### config.mk
export PLATFORM = sky130hd
export DESIGN_NAME = fpnew_req_sharer
export DESIGN_NICKNAME = d
export VERILOG_FILES = /design/src/rtl/fpnew_req_sharer.sv
export SDC_FILE = /design/constraint.sdc
export NUM_CORES = 1
export LEC_CHECK = 0
export CAP_MARGIN = 40
export CORE_AREA = 10 10 284 286
export CTS_CLUSTER_SIZE = 30
export DETAILED_ROUTE_END_ITERATION = 10
export DIE_AREA = 0 0 294 296
export HOLD_SLACK_MARGIN = 0.08
export PLACE_DENSITY = 0.41
export SLEW_MARGIN = 40
export SYNTH_ARGS = -nofsm -noshare
export SYNTH_HDL_FRONTEND = slang
export SYNTH_SLANG_ARGS = --single-unit
export TNS_END_PERCENT = 30
### constraint.sdc
create_clock -name clk_i -period 7.97 [get_ports clk_i]
set_clock_uncertainty 0.1 [all_clocks]
set_input_delay 1.1955 -clock clk_i [delete_from_list [all_inputs] [get_ports clk_i]]
set_output_delay 1.1955 -clock clk_i [all_outputs]
set_load 0.01 [all_outputs]
### src/rtl/fpnew_req_sharer.sv
// Shares one FPnew operation-group unit between NumReq requesters: round-robin
// issue with grant locking, outstanding-operation limiting and id-routed responses.
module fpnew_req_sharer #(
  parameter int unsigned NumReq         = 4,
  parameter int unsigned PayloadWidth   = 128,
  parameter int unsigned ResultWidth    = 38,
  parameter int unsigned MaxOutstanding = 4,
  localparam int unsigned IdxWidth      = (NumReq > 1) ? $clog2(NumReq) : 1,
  localparam int unsigned CntWidth      = $clog2(MaxOutstanding + 1)
) (
  input  logic                                 clk_i,
  input  logic                                 rst_ni,
  input  logic                                 flush_i,
  input  logic [NumReq-1:0]                    req_valid_i,
  output logic [NumReq-1:0]                    req_ready_o,
  input  logic [NumReq-1:0][PayloadWidth-1:0]  req_data_i,
  output logic                                 unit_valid_o,
  input  logic                                 unit_ready_i,
  output logic [PayloadWidth-1:0]              unit_data_o,
  output logic [IdxWidth-1:0]                  unit_id_o,
  input  logic                                 unit_out_valid_i,
  output logic                                 unit_out_ready_o,
  input  logic [ResultWidth-1:0]               unit_result_i,
  input  logic [IdxWidth-1:0]                  unit_id_i,
  output logic [NumReq-1:0]                    rsp_valid_o,
  input  logic [NumReq-1:0]                    rsp_ready_i,
  output logic [ResultWidth-1:0]               rsp_data_o,
  output logic                                 busy_o
);

  logic [IdxWidth-1:0] rr_ptr_q, lock_idx_q, arb_idx, grant_idx;
  logic [CntWidth-1:0] count_q;
  logic                locked_q;
  logic                any_req, issue_ok, issue_hs, rsp_hs, out_en;

  // Handshakes are suppressed while reset is asserted as well as during a flush,
  // so a requester holding valid through reset never sees a spurious issue.
  assign out_en  = rst_ni & ~flush_i;
  assign any_req = |req_valid_i;

  always_comb begin : arbiter
    int unsigned cand;
    logic        found;
    arb_idx = '0;
    found   = 1'b0;
    cand    = 0;
    for (int unsigned k = 0; k < NumReq; k++) begin
      cand = (32'(rr_ptr_q) + k) % NumReq;
      if (!found && req_valid_i[cand[IdxWidth-1:0]]) begin
        found   = 1'b1;
        arb_idx = cand[IdxWidth-1:0];
      end
    end
  end

  assign grant_idx    = locked_q ? lock_idx_q : arb_idx;
  assign issue_ok     = (count_q < CntWidth'(MaxOutstanding)) | rsp_hs;
  assign unit_valid_o = (any_req | locked_q) & issue_ok & out_en;
  assign unit_data_o  = req_data_i[grant_idx];
  assign unit_id_o    = grant_idx;
  assign issue_hs     = unit_valid_o & unit_ready_i;

  always_comb begin
    req_ready_o = '0;
    for (int unsigned i = 0; i < NumReq; i++) begin
      req_ready_o[i] = unit_valid_o & unit_ready_i & (32'(grant_idx) == i);
    end
  end

  // An out-of-range result tag matches no requester: it is accepted and dropped.
  always_comb begin
    rsp_valid_o      = '0;
    unit_out_ready_o = 1'b1;
    for (int unsigned i = 0; i < NumReq; i++) begin
      if (32'(unit_id_i) == i) begin
        rsp_valid_o[i]   = unit_out_valid_i & out_en;
        unit_out_ready_o = rsp_ready_i[i];
      end
    end
  end

  assign rsp_data_o = unit_result_i;
  assign rsp_hs     = unit_out_valid_i & unit_out_ready_o;
  assign busy_o     = (count_q != '0) | any_req | locked_q;

  always_ff @(posedge clk_i or negedge rst_ni) begin
    if (!rst_ni) begin
      rr_ptr_q   <= '0;
      lock_idx_q <= '0;
      locked_q   <= 1'b0;
      count_q    <= '0;
    end else if (flush_i) begin
      locked_q <= 1'b0;
      count_q  <= '0;
    end else begin
      if (issue_hs) begin
        rr_ptr_q <= (32'(grant_idx) == NumReq - 1) ? '0 : grant_idx + IdxWidth'(1);
        locked_q <= 1'b0;
      end else if (unit_valid_o) begin
        locked_q   <= 1'b1;
        lock_idx_q <= grant_idx;
      end
      if (issue_hs && !rsp_hs) begin
        count_q <= count_q + CntWidth'(1);
      end else if (rsp_hs && !issue_hs && count_q != '0) begin
        count_q <= count_q - CntWidth'(1);
      end
    end
  end

endmodule

-- Yosys cells after proc, flatten, opt, wreduce, memory -nomap -nowiden
Index checks and enable logic that the tools add are counted.
- register bits: 8
- bits of input ports: 565
- output and inout bits: 179
- add/subtract/negate cells: 6
- magnitude comparators: 6
- eq/ne operators: 6
- multiplexer cells: 33
- bitwise gates (word level): 16
- reductions and logical operators: 19
- operators by type and width (cell ; number):
    128-bit binary-select mux with 2-bit select ; 1
    128-bit two-way mux ; 1
    1-bit two-way mux ; 18
    2-bit by 3-bit < comparator with 1-bit output, second input constant ; 5
    2-bit two-way mux ; 6
    1-bit bitwise AND ; 10
    3-bit two-way mux ; 3
    3-bit nonzero test ; 3
    1-bit binary-select mux with 2-bit select ; 4
    2-bit == test, second input constant ; 4
    1-bit logical AND ; 6
    1-bit logical NOT ; 5
    2-bit by 1-bit adder with 2-bit output, second input constant ; 2
    2-bit adder, second input constant ; 2
    2-bit by 1-bit == test with 1-bit output, second input constant ; 2
    2-bit logical NOT ; 2
    1-bit bitwise OR ; 4
    4-bit OR reduction ; 1
    3-bit by 1-bit adder with 3-bit output, second input constant ; 1
    3-bit < comparator, second input constant ; 1
    3-bit AND reduction ; 1
    3-bit by 1-bit subtractor with 3-bit output, second input constant ; 1
    1-bit NOT ; 2
    2-bit AND reduction ; 1

-- Longest topological paths before layout
Gate-level depths: netlist of run 1.
- word-level depth: 16
- depth in mapped cells: 10

-- Least setup slack after synthesis of run 1
OpenSTA, ideal clock, no wires.
- path type: input to output
- from: input req_valid_i[0]
- to: output req_ready_o[0]
- arrival time: 2.753 ns
- setup slack: 3.922 ns
- stages: 7
- buffers on the path: 2
- path through: maj3_2 o311ai_4 buf_2 buf_2 inv_1 ha_1 and2_1
- cells in the longest elaborated chain, start to end: 15
- ends and longest elaborated chain (what ; RTL line ; RTL):
    start, declared ; 14 ; input logic [NumReq-1:0] req_valid_i,
    1-bit binary-select mux with 2-bit select ; 49 ; if (!found && req_valid_i[cand[IdxWidth-1:0]]) begin
    1-bit two-way mux (not written as such) ; 49 ;
    1-bit two-way mux ; 49 ;
    1-bit logical NOT ; 49 ;
    1-bit logical AND ; 49 ;
    1-bit two-way mux ; 49 ;
    1-bit logical NOT ; 49 ;
    1-bit logical AND ; 49 ;
    1-bit two-way mux ; 49 ;
    1-bit logical NOT ; 49 ;
    1-bit logical AND ; 49 ;
    2-bit two-way mux (*) ; 49 ;
    2-bit two-way mux (*) ; 56 ; assign grant_idx = locked_q ? lock_idx_q : arb_idx;
    net unit_id_o[0] ; 20 ; output logic [IdxWidth-1:0] unit_id_o,
    2-bit logical NOT (*) ; 66 ; req_ready_o[i] = unit_valid_o & unit_ready_i & (32'(grant_idx) == i);
    1-bit bitwise AND (*) ; 66 ;
    end, declared ; 15 ; output logic [NumReq-1:0] req_ready_o,
The timed path passes the listed nets; every way through them passes the cells marked *. The select of a mux whose other input is x is not followed.

-- Worst setup path in the final report of run 1
- from: input req_valid_i[0]
- to: output unit_data_o[13]
- cells in the longest elaborated chain, start to end: 15
- ends and longest elaborated chain (what ; RTL line ; RTL):
    1-bit binary-select mux with 2-bit select ; 49 ;
    1-bit two-way mux (not written as such) ; 49 ;
    1-bit two-way mux ; 49 ;
    1-bit logical NOT ; 49 ;
    1-bit logical AND ; 49 ;
    1-bit two-way mux ; 49 ;
    1-bit logical NOT ; 49 ;
    1-bit logical AND ; 49 ;
    1-bit two-way mux ; 49 ;
    1-bit logical NOT ; 49 ;
    1-bit logical AND ; 49 ;
    2-bit two-way mux (*) ; 49 ;
    2-bit two-way mux (*) ; 56 ;
    128-bit binary-select mux with 2-bit select (*) ; 59 ; assign unit_data_o = req_data_i[grant_idx];
    128-bit two-way mux (not written as such) (*) ; 59 ;
    end, declared ; 19 ; output logic [PayloadWidth-1:0] unit_data_o,
Mark *: on every way between the ends. The rest lies on a longest branch, timed or not. The select of a mux whose other input is x is not followed.

==> reports/metrics.yaml, run 1 <==
outcome:
  outcome: "finished clean"
setup_path:
  cp.depth: 8
  crit_family: "buffers and inverters"
  worstSetupPathType: "in -> out"
  cp_cell_sequence: "clkdlybuf4s50_1, maj3_2, o311ai_4, buf_12, buf_4, and3_1, a311o_1, clkdlybuf4s50_1"
  path_buf_inv: 4
  cp_slowest_cell: "o311ai_4"
  max_stage_delay_ns: 0.67
  setup.worst_path.start: "req_valid_i[0]"
  reg2reg_to: "count_q[1]"
  endpoint_kind: "output pin"
  ff2ff_path_depth: 8
  crit_arrival_ns: 4.58
  r2r_start: "locked_q"
  critPathMostFrequentCell: "clkdlybuf4s50_1"
  crit_path_end: "unit_data_o[13]"
  r2r_slack_ns: 5.05
  cp.required_ns: 6.67
  startpoint_type: "input port"
  crit_fanout: 76
yosys:
  netlist_instances: 866
  ys_ff_latch: 8
  synth_cell_type_count: 43
  synth-seq-area-share: 0.0389
  synthFlopType: "dfrtp_1"
  synth_edf_count: 0
  async_reset_ff_frac: 1.00
  syn_avg_cell_area_sq_um: 5.94
  synth_nets: 1436
  syn_area_sq_um: 5150
  yosysWarnings: 0
grt:
  grt_pass1_vias: 9360
  antenna_found_initial: 6
  grt_max_degree: 142
  grt_usage: 0.100
  gr-total-overflow: 0
  grt_pass1_wl_um: 65500
clock_tree:
  cts-root-buf: "clkbuf_16"
  clk_pin_slew_ns: 0.03
  postCtsSetupRepairBufs: 0
  hold_buffers: 0
  ctsResizeCount: 0
  cts_buffers: 3
  ctsLongestPathBuffers: 2
  h-tree-depth: 1
  tritoncts: "yes"
  clock_latency_ns: 0.24
  cts_num_sinks: 8
sta:
  finalMaxSlewViolations: 0
  setup_tns_ns: 0
  relSlewSlack: 0.426
  final.period_utilization: 0.738
  hold_viol_final: 0
  worst_pin_slew_ns: 0.861
  finalSetupViolCount: 0
  rsz0062_at_grt: "false"
  period_needed_ns: 5.88
  fmax_mhz: 170
detailed_routing:
  drc: 0
  final_antenna_net_count: 0
  wirelength_um: 47500
  wire_per_inst_um: 19.8
  drt_iter0_markers: 397
  first_pass_iters: 5
  via_count: 8810
  routed_via_density: 3.67
power_and_ir_drop:
  static-leakage-power_nw: 4.88
  peakVddDrop_mv: 0.200
  pwr_density_cell_nw_per_um2: 265
layout:
  syn_to_final_growth_pct: 146
  drive_gt1_frac: 0.0246
  finalCoreUtilization: 0.169
  fillers: 8530
  post-route-cell-area_sq_um: 12700
  nets: 1992
placement:
  io_buffers: 667
  gp_congestion: 0.809
  postPlaceCellArea_sq_um: 12600
  dp_hpwl_um: 39500
floorplanning:
  num_io_pins: 744
  dieArea_sq_um: 87000
  die_w_um: 294
  core_region_area_sq_um: 75200
  start_util: 0.0684
  dieHeight_um: 296
  rows: 101
worst_hold_path:
  hold_depth: 1
  min-delay-start: "lock_idx_q[1]"
  hp-class: "reg -> reg"
flow_run:
  cap_violations: 0
## where the power goes
| group | leakage (nW) | internal, mW | switching (mW) |
|---|---|---|---|
| Clock | 0.0370 | 0.0648 | 0.0209 |
| Combinational | 4.74 | 1.60 | 1.61 |
| Sequential | 0.102 | 0.0522 | 0.0169 |
| Total | 4.88 | 1.71 | 1.65 |
## sequential cells by signal, indices dropped and copies added, names as in the netlist
| register | flops |
|---|---|
| rr_ptr_q | 2 |
| count_q | 3 |
| lock_idx_q | 2 |
| locked_q | 1 |
## cell type report
| class | count | area [sq um] | area share |
|---|---|---|---|
| tap | 978 | 1220 | 0.0965 |
| timing repair buffer | 689 | 6920 | 0.545 |
| sequential | 8 | 200 | 0.0158 |
| antenna | 1 | 2.50 | 0.000197 |
| inverter | 10 | 45.0 | 0.00355 |
| multi-input combinational | 710 | 4220 | 0.333 |
| clock buffer | 3 | 75.1 | 0.00592 |
## how the worst min path moves through the flow
| stage | end | slack [ns] |
|---|---|---|
| after global routing | lock_idx_q[1] | 0.42 |
| final | lock_idx_q[1] | 0.40 |
| after detailed placement | lock_idx_q[1] | 0.40 |
| after global placement | lock_idx_q[1] | 0.39 |
| after floorplan | lock_idx_q[1] | 0.37 |
| after CTS | lock_idx_q[1] | 0.41 |
## logic make-up after synthesis
group,share of synthesized area
flops,0.0389
buf+inv,0.144
simple gates,0.380
mux,0.0122
fa+ha+maj,0.0177
compound gates,0.407
## synthesized netlist by cell type, types with 2 or more instances
| cell type | count | area, sq um |
|---|---|---|
| or3_1 | 2 | 12.5 |
| nand2_1 | 260 | 976 |
| inv_2 | 2 | 7.51 |
| mux2i_1 | 4 | 40.0 |
| buf_1 | 5 | 18.8 |
| a311o_1 | 128 | 1280 |
| o21ai_0 | 3 | 15.0 |
| and3_1 | 129 | 807 |
| ha_1 | 4 | 50.1 |
| dfrtp_1 | 8 | 200 |
| nor2_1 | 8 | 30.0 |
| nor3_1 | 4 | 20.0 |
| buf_4 | 42 | 315 |
| a21oi_1 | 133 | 666 |
| mux2_2 | 2 | 22.5 |
| inv_1 | 8 | 30.0 |
| nor2b_1 | 2 | 12.5 |
| nand2b_1 | 4 | 25.0 |
| buf_2 | 24 | 120 |
| and2_1 | 5 | 31.3 |
| clkbuf_1 | 67 | 251 |
## through the flow
step	cells	power [mW]	setup WS [ns]	hold slack, ns
after floorplan	866	1.67	3.92	0.372
after global placement	2395	3.33	2.09	0.385
after detailed placement	2395	3.34	2.05	0.399
after CTS	2398	3.45	2.04	0.406
after global routing	2399	3.67	1.89	0.416
final	2399	3.36	2.09	0.400
## placed cells by master, fill, tap and decap left out, types with 2 or more instances in the layout
master             n
nor2_1             8
nand2b_1           4
clkbuf_16          3
clkdlybuf4s50_1  667
a21oi_1          133
and2_1             5
nor3_1             4
o21ai_0            3
nand2_1          260
dfrtp_1            8
buf_12             6
a311o_1          128
and3_1           129
inv_1              8
buf_4             16
ha_1               4
nor2b_1            2
mux2i_1            4
mux2_2             2
or3_1              2
## metal layers
layer	wire length (um)	vias up	track usage
met3	4560	51	0.0366
met2	22800	420	0.170
met5	60	-	0
met1	19000	4065	0.118
met4	1040	10	0.0244
li1	-	4264	-
## worst register-to-register path, cell delays in order (launching register included)
cell and delay [ns]:
dfrtp_1 0.46, or3_1 0.42, o311ai_2 0.48, a21oi_1 0.24, and2_1 0.25, fa_1 0.47
a221oi_1 0.28, a21oi_1 0.07, nor2_1 0.09
(Power assumes the default switching activity.)
==> inputs of run 2 (changes only) <==
CORE_AREA = 10 10 278 280   (was 10 10 284 286)
DIE_AREA = 0 0 288 290   (was 0 0 294 296)
PLACE_DENSITY = 0.42   (was 0.41)
clock period = 5.8 ns   (was 7.97 ns; I/O delays follow)
==> run 2 against run 1 <==
Against the previous run: cell count shrank 0.96%; core utilization grew 0.99 points; sequential power grew 38%; critical path depth grew 1; hold slack gained 0.0031 ns; combinational power grew 42%; die area shrank 4.0%; via count grew 1.1%; setup slack lost 1.2 ns; first-iteration DRC count shrank 16%; clock-buffer cell count is the same; final area grew 0.47%; critical endpoint is now unit_data_o[70]; largest power group unchanged.
==> reports/metrics.yaml, run 2 (same netlist as run 1, synthesis figures left out) <==
grt:
  grt_usage: 0.112  # +0.0125
  antenna_found_initial: 9  # +3
  gr-total-overflow: 0  # unchanged
  grt_pass1_vias: 9602  # +2.6%
  grt_max_degree: 125  # -12%
  grt_pass1_wl_um: 70500  # +7.6%
sta:
  period_needed_ns: 4.94
  final.period_utilization: 0.852
  fin_hold_ws_ns: 0.404  # +0.00312 ns
  finalMaxSlewViolations: 0  # unchanged
  relSlewSlack: 0.483  # +0.0563
  worst_pin_slew_ns: 0.776  # -0.0845 ns
  setup_slack_ns: 0.856  # -1.24 ns
  rsz0062_at_grt: "false"
  setup_tns_ns: 0  # unchanged
  fmax_mhz: 202
  finalSetupViolCount: 0  # unchanged
  hold_viol_final: 0  # unchanged
layout:
  largest_reg_flops: 3  # unchanged
  regMostFlops: "count_q"
  largestRegisters: "count_q: 3 flops, lock_idx_q: 2 flops, rr_ptr_q: 2 flops"
  layout_commonest_cell: "clkdlybuf4s50_1"
  syn_to_final_growth_pct: 148
  final_cells: 2376  # -0.96%
  post-route-cell-area_sq_um: 12700  # +0.47%
  fillers: 8044  # -5.7%
  finalCoreUtilization: 0.179  # +0.00989
  final_cell_mix: "clkdlybuf4s50_1 (663), nand2_1 (260), a21oi_1 (133)"
  nets: 1996  # +0.20%
  drive_gt1_frac: 0.0302  # +0.00555
floorplanning:
  core_region_area_sq_um: 71400  # -5.1%
  dieHeight_um: 290  # -2.0%
  start_util: 0.0721  # +0.00367
  num_io_pins: 744  # unchanged
  die_w_um: 288  # -2.0%
  dieArea_sq_um: 83500  # -4.0%
  rows: 98  # -3.0%
power_and_ir_drop:
  pwr_density_cell_nw_per_um2: 374  # +41%
  peakVddDrop_mv: 0.181  # -9.8%
  static-leakage-power_nw: 4.92  # +1.0%
  total_power_mw: 4.76  # +42%
placement:
  place_ws_ns: 0.845  # -1.21 ns
  dpl.cell_count: 2371  # -1.0%
  gp_congestion: 0.836  # +3.3%
  dp_hpwl_um: 43500  # +10%
  io_buffers: 667  # unchanged
  postPlaceCellArea_sq_um: 12700  # +0.52%
setup_path:
  crit_arrival_ns: 3.97  # -0.61 ns
  startpoint_type: "input port"
  crit_fanout: 54  # -29%
  worstSetupPathType: "in -> out"
  cp.required_ns: 4.83  # -1.84 ns
  ff2ff_path_depth: 9  # +1
  r2r_slack_ns: 2.87  # -2.18 ns
  cp_cell_sequence: "clkdlybuf4s50_1, or3_1, o311a_4, inv_6, buf_12, nand2_1, a21oi_1, a311o_1, clkdlybuf4s50_1"
  cp_slowest_cell: "clkdlybuf4s50_1"
  endpoint_kind: "output pin"
  critPathMostFrequentCell: "clkdlybuf4s50_1"
  r2r_start: "locked_q"
  reg2reg_to: "count_q[1]"
  max_stage_delay_ns: 0.64  # -0.03 ns
clock_tree:
  postCtsSetupRepairBufs: 0  # unchanged
  hold_buffers: 0  # unchanged
  clk_pin_slew_ns: 0.03  # about the same
  ctsLongestPathBuffers: 2  # unchanged
  h-tree-depth: 1  # unchanged
  cts_buffers: 3  # unchanged
  cts-root-buf: "clkbuf_16"
  clock_latency_ns: 0.23  # about the same
  tritoncts: "yes"
  cts_num_sinks: 8  # unchanged
  ctsResizeCount: 0  # unchanged
detailed_routing:
  final_antenna_net_count: 0  # unchanged
  wirelength_um: 50700  # +6.8%
  via_count: 8909  # +1.1%
  drc: 0  # unchanged
  wire_per_inst_um: 21.3  # +7.8%
  routed_via_density: 3.75  # +2.1%
  first_pass_iters: 4  # -1
  drt_iter0_markers: 332  # -16%
worst_hold_path:
  hp-class: "reg -> reg"
  hold_depth: 1  # unchanged
  min-delay-start: "lock_idx_q[1]"
  hold_end: "lock_idx_q[1]"
outcome:
  outcome: "finished clean"
flow_run:
  cap_violations: 0  # unchanged
## run 2: worst max path at each step
| stage | start | to | slack [ns] | cells past startpoint |
|---|---|---|---|---|
| finish | req_valid_i[2] | unit_data_o[70] | 0.86 | 9 |
| floorplan | req_valid_i[0] | req_ready_o[0] | 2.40 | 7 |
| global route | req_valid_i[2] | unit_data_o[70] | 0.69 | 9 |
| CTS | req_valid_i[2] | unit_data_o[70] | 0.82 | 9 |
| detailed placement | req_valid_i[2] | unit_data_o[70] | 0.85 | 9 |
| global placement | req_valid_i[3] | unit_data_o[70] | 0.84 | 10 |
## run 2: final cells by class
class	count	area, sq um	area share
tap	950	1190	0.0933
multi-input combinational	710	4220	0.331
timing repair buffer	693	7010	0.550
inverter	10	42.5	0.00334
antenna	2	5.00	0.000393
clock buffer	3	75.1	0.00589
sequential	8	200	0.0157
## run 2: worst max-delay path: cells and delay by family
| family | cells | cell delay [ns] |
|---|---|---|
| buf+inv | 4 | 1.72 |
| compound gates | 3 | 0.72 |
| simple gates | 2 | 0.53 |
## run 2: per-layer routing
layer	share of wire	up-vias	GRT usage
li1	-	4275	-
met1	0.38	4117	0.124
met2	0.50	475	0.202
met3	0.11	34	0.0422
met4	0.017	8	0.0233
met5	0.00091	-	0
## run 2: report_power, final
part	total (mW)	internal (mW)	switching, mW	leakage (nW)
Clock	0.115	0.0887	0.0260	0.0370
Combinational	4.55	2.25	2.30	4.79
Sequential	0.0951	0.0717	0.0234	0.102
Total	4.76	2.42	2.35	4.92
